`src/rtl/prio_enc_pkg.sv`:
```
// -----------------------------------------------------------------------------
// prio_enc_pkg
//   Shared definitions for the registered priority encoder / arbiter.
//   - PRIO_ENC_MAX_N : largest supported request vector width.
//   - arb_state_e    : output register state (IDLE = no result, HOLD = result
//                      waiting for the consumer).
//   - calc_w()       : index width rule, W = (N > 1) ? $clog2(N) : 1.
//   - onehot()       : converts an index into a one-hot vector of PRIO_ENC_MAX_N
//                      bits; callers keep the low N bits.
// -----------------------------------------------------------------------------
package prio_enc_pkg;

    localparam int PRIO_ENC_MAX_N = 256;

    typedef enum logic {
        ST_IDLE = 1'b0,
        ST_HOLD = 1'b1
    } arb_state_e;

    function automatic int calc_w(input int n);
        return (n > 1) ? $clog2(n) : 1;
    endfunction

    // Bits at or above n stay zero, so an out-of-range index yields all-zero.
    function automatic logic [PRIO_ENC_MAX_N-1:0] onehot(input int idx, input int n);
        logic [PRIO_ENC_MAX_N-1:0] oh;
        oh = '0;
        for (int i = 0; i < PRIO_ENC_MAX_N; i++) begin
            oh[i] = (i == idx) && (i < n);
        end
        return oh;
    endfunction

endpackage

```
`src/rtl/prio_enc_search.sv`:
```
// -----------------------------------------------------------------------------
// prio_enc_search
//   Combinational N-bit priority search. The search starts at position
//   start_i and descends, wrapping from 0 back to N-1; the first set request
//   bit encountered wins.
//
//   Parameters : N (request lines), W (index width, derived from N)
//   Ports      : req_i   [N-1:0]  request vector
//                start_i [W-1:0]  highest-priority position (must be < N)
//                found_o          at least one request bit is set
//                index_o [W-1:0]  winning position, 0 when nothing is set
// -----------------------------------------------------------------------------
module prio_enc_search
    import prio_enc_pkg::*;
#(
    parameter int N = 8,
    parameter int W = calc_w(N)
) (
    input  logic [N-1:0] req_i,
    input  logic [W-1:0] start_i,
    output logic         found_o,
    output logic [W-1:0] index_o
);

    // Position visited at search step k: (start - k) mod N.
    function automatic logic [W-1:0] wrap_pos(input logic [W-1:0] s, input int k);
        int p;
        p = int'(s) - k;
        if (p < 0) begin
            p = p + N;
        end
        return W'(p);
    endfunction

    logic [W-1:0] pos_reg [N];   // position examined at each search step
    logic [N-1:0] rot_req;       // requests reordered into search order

    for (genvar gi = 0; gi < N; gi++) begin : g_rot
        assign pos_reg[gi] = wrap_pos(start_i, gi);
        assign rot_req[gi] = req_i[pos_reg[gi]];
    end

    // Walk from the last search step down to the first so that the earliest
    // step with a set request is the final assignment and therefore wins.
    always_comb begin
        index_o = '0;
        for (int k = N - 1; k >= 0; k--) begin
            if (rot_req[k]) begin
                index_o = pos_reg[k];
            end
        end
    end

    assign found_o = |req_i;

endmodule

```
`src/rtl/prio_enc_arb.sv`:
```
// -----------------------------------------------------------------------------
// prio_enc_arb
//   Registered priority encoder with a valid/ready output handshake. Each
//   result (index, one-hot grant, valid) is held until the consumer accepts
//   it; a new result may load in the same cycle as the acceptance, allowing a
//   grant every cycle.
//
//   Build option: define PRIO_ENC_ARB_RR_EN to compile in round-robin mode.
//   Without it, the highest-numbered requesting line always wins.
//
//   Parameters : N (request lines, 2..256), W (index width, derived)
//   Ports      : clk            rising-edge clock
//                rst_n          synchronous active-low reset
//                req   [N-1:0]  request vector
//                ready          consumer accepts the current result
//                idx   [W-1:0]  index of the granted line
//                grant [N-1:0]  one-hot of idx while valid, else zero
//                valid          idx/grant carry a live result
// -----------------------------------------------------------------------------
module prio_enc_arb
    import prio_enc_pkg::*;
#(
    parameter  int N = 8,
    localparam int W = calc_w(N)
) (
    input  logic         clk,
    input  logic         rst_n,
    input  logic [N-1:0] req,
    input  logic         ready,
    output logic [W-1:0] idx,
    output logic [N-1:0] grant,
    output logic         valid
);

    arb_state_e state_q, state_d;
    logic [W-1:0] idx_q, idx_d;
    logic [N-1:0] grant_q, grant_d;

    logic         load;
    logic         found;
    logic [W-1:0] win;
    logic [W-1:0] start;
    logic [PRIO_ENC_MAX_N-1:0] oh_full;

    assign valid = (state_q == ST_HOLD);
    assign idx   = idx_q;
    assign grant = grant_q;

    // The output registers accept a new result whenever they are empty or
    // the current one is being consumed.
    assign load = !valid || ready;

`ifdef PRIO_ENC_ARB_RR_EN
    logic         handshake;
    logic [W-1:0] ptr_q, ptr_d;

    assign handshake = valid && ready;

    // After granting k, priority moves to the line just below k.
    always_comb begin
        ptr_d = ptr_q;
        if (handshake) begin
            ptr_d = (idx_q == '0) ? W'(N - 1) : idx_q - 1'b1;
        end
    end

    // The search uses the already-advanced pointer so that a result loading
    // in the same cycle as an acceptance sees the rotated priority; otherwise
    // back-to-back grants would repeat the previous winner.
    assign start = ptr_d;
`else
    assign start = W'(N - 1);
`endif

    prio_enc_search #(
        .N (N),
        .W (W)
    ) u_search (
        .req_i   (req),
        .start_i (start),
        .found_o (found),
        .index_o (win)
    );

    always_comb begin
        state_d = state_q;
        idx_d   = idx_q;
        grant_d = grant_q;
        oh_full = onehot(int'(win), N);
        if (load) begin
            if (found) begin
                state_d = ST_HOLD;
                idx_d   = win;
                grant_d = oh_full[N-1:0];
            end else begin
                state_d = ST_IDLE;
                idx_d   = '0;
                grant_d = '0;
            end
        end
    end

    // Upper one-hot bits are zero by construction and intentionally dropped.
    if (N < PRIO_ENC_MAX_N) begin : g_oh_unused
        logic unused_oh;
        assign unused_oh = ^oh_full[PRIO_ENC_MAX_N-1:N];
    end

    always_ff @(posedge clk) begin
        if (!rst_n) begin
            state_q <= ST_IDLE;
            idx_q   <= '0;
            grant_q <= '0;
`ifdef PRIO_ENC_ARB_RR_EN
            ptr_q   <= W'(N - 1);
`endif
        end else begin
            state_q <= state_d;
            idx_q   <= idx_d;
            grant_q <= grant_d;
`ifdef PRIO_ENC_ARB_RR_EN
            ptr_q   <= ptr_d;
`endif
        end
    end

endmodule

```
`config.mk`:
```
export PLATFORM = sky130hd
export DESIGN_NAME = prio_enc_arb
export DESIGN_NICKNAME = d
export VERILOG_FILES = /design/src/rtl/prio_enc_pkg.sv /design/src/rtl/prio_enc_search.sv /design/src/rtl/prio_enc_arb.sv
export SDC_FILE = /design/constraint.sdc
export NUM_CORES = 1
export LEC_CHECK = 0
export ABC_AREA = 1
export BUFFER_PORTS_ARGS = -buffer_cell sky130_fd_sc_hd__buf_2
export CAP_MARGIN = 20
export CORE_MARGIN = 4
export CORE_UTILIZATION = 40
export DETAILED_ROUTE_END_ITERATION = 10
export PLACE_DENSITY = 0.58
export SLEW_MARGIN = 5
export SYNTH_ARGS = -nofsm -noshare
export SYNTH_HDL_FRONTEND = slang
export SYNTH_HIERARCHICAL = 1
export SYNTH_SLANG_ARGS = --single-unit
```
`constraint.sdc`:
```
create_clock -name clk -period 1.44 [get_ports clk]
set_input_delay 0.144 -clock clk [delete_from_list [all_inputs] [get_ports clk]]
set_output_delay 0.144 -clock clk [all_outputs]
set_load 0.03 [all_outputs]
```
# Word-level counts from Yosys, hierarchy flattened
# Index checks and enable logic that the tools add are counted.
# W data, S select, Z words.
# word_totals
register_bits	12
out_inout_bits	12
in_bits	11
# classes
mux	10
n_eq_ne	7
n_reduce_logical	4
# op_table
op	count
$mux W3	5
$eq A3 B3 Y1 const A	4
$mux W8	1
$reduce_or A8 Y1	1
$eq A2 B3 Y1 const A	2
$mux W2	2
$eq A1 B3 Y1 const A	1
$logic_not A3 Y1	1
$mux W1	2
$logic_not A1 Y1	1
$logic_or A1 B1 Y1	1

# Logic depth before layout (Yosys ltp)
# depth
depth_word	9
depth_mapped	21

# Modules after synthesis
# Netlist, hierarchy kept.
# modules_own_cells
module	n_inst	cells_each	area_each_um2
prio_enc_search	1	128	670.6
prio_enc_arb	1	74	520.5

# Worst setup path after synthesis
# No wires, ideal clock.
# synth_timing
path_type	input-to-reg
startpoint	in req[2]
endpoint	reg grant_q[0] (netlist: grant[0])
n_path_buf	0
cell_stages	15
arrival_ns	1.220
path_slack_ns	0.101
setup_time_ns	0.118
cell_sequence	nand2_2 > nand3_1 > nand3_2 > nand2_2 > a21oi_1 > nand3_1 > nand2_1 > nand2_1 > nand2_1 > a21oi_2 > nor2_1 > nand2_1 > nor2_1 > nor2_1 > nor2_1
# synth_between
elab_chain_cells	8
word_cells_on_any_way	9
# synth_lines
item	line_no	text
start, declared	prio_enc_arb.sv:28	input logic [N-1:0] req,
$mux W2 (2 in a row)	prio_enc_search.sv:48	if (rot_req[k]) begin
$mux W3 (4 in a row)	prio_enc_search.sv:48	
named net win[1]	prio_enc_arb.sv:41	logic [W-1:0] win;
$logic_not A3 Y1	prio_enc_pkg.sv:29	oh[i] = (i == idx) && (i < n);
$mux W8	prio_enc_arb.sv:91	if (found) begin
end signal, assigned	prio_enc_arb.sv:120	grant_q <= grant_d;
end, declared	prio_enc_arb.sv:37	logic [N-1:0] grant_q, grant_d;
# The timed path passes the listed nets, and every way through them passes these cells.
# A chain may end at the register's enable or synchronous reset.

# Worst setup path in the final report
# layout_timing
startpoint	in req[4]
endpoint	reg grant_q[2] (netlist: grant[2])
# layout_between
elab_chain_cells	6
word_cells_on_any_way	7
# layout_lines
item	line_no
$mux W3 (4 in a row)	prio_enc_search.sv:48
named net win[1]	prio_enc_arb.sv:41
$eq A3 B3 Y1	prio_enc_pkg.sv:29
$mux W8	prio_enc_arb.sv:91
# The timed path passes the listed nets, and every way through them passes these cells.

==> impl_metrics.yaml <==
power_and_ir_drop:
  p_per_area_nw_per_um2: 846
  peakVddDrop_v: 0.000549
  p_leak_nw: 0.901
  finalPower_mw: 1.39
clock_network:
  h-tree-depth: 1
  cts_buffers: 3
  cts.sink_count: 12
  clk_pin_slew_ps: 80
  cts_tree: "built"
  clk_latency_ps: 270
  postCtsHoldBufs: 0
  clockBufferDepth: 2
  root_buffer: "clkbuf_4"
detailed_routing:
  drt_iter0_markers: 68
  drc: 0
  dr_wl_met2_um: 1660
  first_pass_iters: 4
  vias: 1422
  wl_um: 3500
  wl_met3_um: 176
  wire_per_inst_um: 12.3
  wl_met1_um: 1640
  highest_layer: "met4"
  ant_nets: 0
  vias_per_cell: 5.01
synth:
  yosysTopAreaCell: "dfxtp_1"
  seq_area_frac_synth_pct: 20.2
  synthDistinctLibCells: 24
  yosysWarnings: 6
  synth_area_per_cell_sq_um: 5.90
  postSynthCellCount: 202
  ys_ff_latch: 12
  synth.area.top_cells: "dfxtp_1 20%, nand2_1 20%, nand3_1 13%, nand3_2 6.7%, inv_1 6.0%"
  synth_top_area_share_pct: 20.2
  netlist_area_sq_um: 1190
timing:
  whs_ps: 237
  setup_viol_count_final: 0
  max_freq_mhz: 708
  setup_tns_ps: 0
  drv_slew: 0
  hold_viol_final: 0
  min_period_ps: 1410
  fin_crit_sh_pct: 98.2
  skew_ps: 7.22
critical_path:
  cp-end-kind: "flop"
  critPathRequiredTime_ps: 1640
  critPathMaxFanout: 6
  worstPathArrival_ps: 1620
  cp_slowest_cell: "a21oi_4"
  crit_family: "simple AND/OR/NAND/NOR gates"
  timing.critical_path.cells: "buf_2 > nand2_2 > nand3_2 > nand3_2 > nand2_2 > a21oi_2 > nand2_1 > nand2_1 > nand2_2 > a21oi_4 > nand2_2 > nor2_1 > nand2_1 > a21oi_2"
  cpMostUsedCell: "nand2_2"
  max_stage_delay_ps: 270
  ff2ff_setup_slack_ps: 500
  path_buf_inv: 1
  start_kind: "input pin"
  critical_path_class: "in -> reg"
floorplan:
  dieWidth_um: 62.6
  start_util_pct: 42.5
  row_count: 19
  core_area_sq_um: 2810
  ios: 23
  die_h_um: 62.6
  dieArea_sq_um: 3920
flow_run:
  maxCapViolCount: 0
global_route:
  grt_remaining_overflow: 0
  grt_pass1_wl_um: 5540
  track_usage_pct: 16.7
  first_global_vias: 1281
  antenna_found_initial: 0
  grt_max_degree: 13
layout:
  nFillCells: 265
  finalNetCount: 267
  finalCoreUtilization_pct: 58.7
  area_growth_pct: 38.3
  diodes: 0
  stdcell_count: 284
  drive_above_1_share_pct: 41.1
placed_design:
  hpwl_um: 2610
  globalplace.congestion: 0.911
  port_buffers: 22
  placedCellCount: 278
min_path:
  hold_class: "in -> reg"
outcome:
  status: "finished, final reports clean"
synthesized netlist by cell type:
cell type  instances
inv_4              2
nand2_4            1
nand4_1            1
a21oi_1           14
buf_2              1
nor2_1            15
dfxtp_1           12
xor2_1             1
ha_1               2
nand2_2           10
nand2_1           64
nand3b_1           1
buf_6              3
xnor2_1            1
inv_2              4
nor2_2             1
inv_6              1
nand3_2            8
nand3_1           32
inv_1             19
a21oi_2            4
nor4_1             2
conb_1             1
o21ai_1            2
metal layers:
metal	up-vias	GRT usage, %
met5	-	0
met4	0	3.03
met3	2	3.24
met2	47	25.8
met1	630	24.1
li1	743	-
power breakdown:
part	leakage, nW	internal (mW)	switching [mW]
logic	0.782	0.282	0.467
registers	0.0983	0.361	0.0146
clock network	0.0210	0.154	0.116
total	0.901	0.796	0.598
stage by stage:
step           area, sq um  setup slack, ps
4_1_cts               1520             38.8
3_3_place_gp          1490             -220
5_1_grt               1650            -58.7
3_5_place_dp          1490             -239
2_1_floorplan         1210              101
6_report              1650             26.6
cell usage in the layout, fill, tap and decap left out, drive strengths merged:
cell and count:
buf 46, nor2 16, dfxtp 12, conb 6, nand4 1, nand3 40, inv 26, a21oi 18
xnor2 1, nand2 75, nor4 2, clkbuf 4, nand3b 1, xor2 1, ha 2, o21ai 2
layout make-up:
cell class,instances,area [sq um],share of cell area (%)
clock buffers,4,36.3,2.20
inverters,26,108,6.53
multi-input cells,165,935,56.7
flip-flops and latches,12,240,14.6
well taps,31,38.8,2.35
repair buffers,46,290,17.6
final timing paths:
check | cells after the start | to | from
worst max-delay path | 14 | grant[2]$_SDFFE_PN0P_ | req[4]
worst min-delay path | 4 | valid$_SDFFE_PN0P_ | ready
worst max register to register | 4 | grant[7]$_SDFFE_PN0P_ | valid$_SDFFE_PN0P_
worst min register to register | 2 | idx[1]$_SDFFE_PN0P_ | idx[1]$_SDFFE_PN0P_
worst min-delay path, cell delays in order:
cell,delay (ps)
buf_2,80
inv_2,40
nand2_4,120
a21oi_1,80
cell families after synthesis:
logic type / share of synthesized area (%)
compound gates: 9.66
buf+inv: 12.3
xor+xnor: 1.47
fa+ha+maj: 2.10
simple gates: 54.0
other cells: 0.315
flops: 20.2
registers in the layout, summed over array words and instances, names as in the netlist:
signal	flops
grant	8
idx	3
valid	1
what timing repair did:
| item | in CTS | in global routing |
|---|---|---|
| endpoints found under the setup margin | 0 | 10 |
| buffers inserted | 0 | 2 |
| hold endpoints to repair | 0 | 0 |
| gates resized for setup | 0 | 29 |
Note: power is estimated with default switching activity, not from simulation.
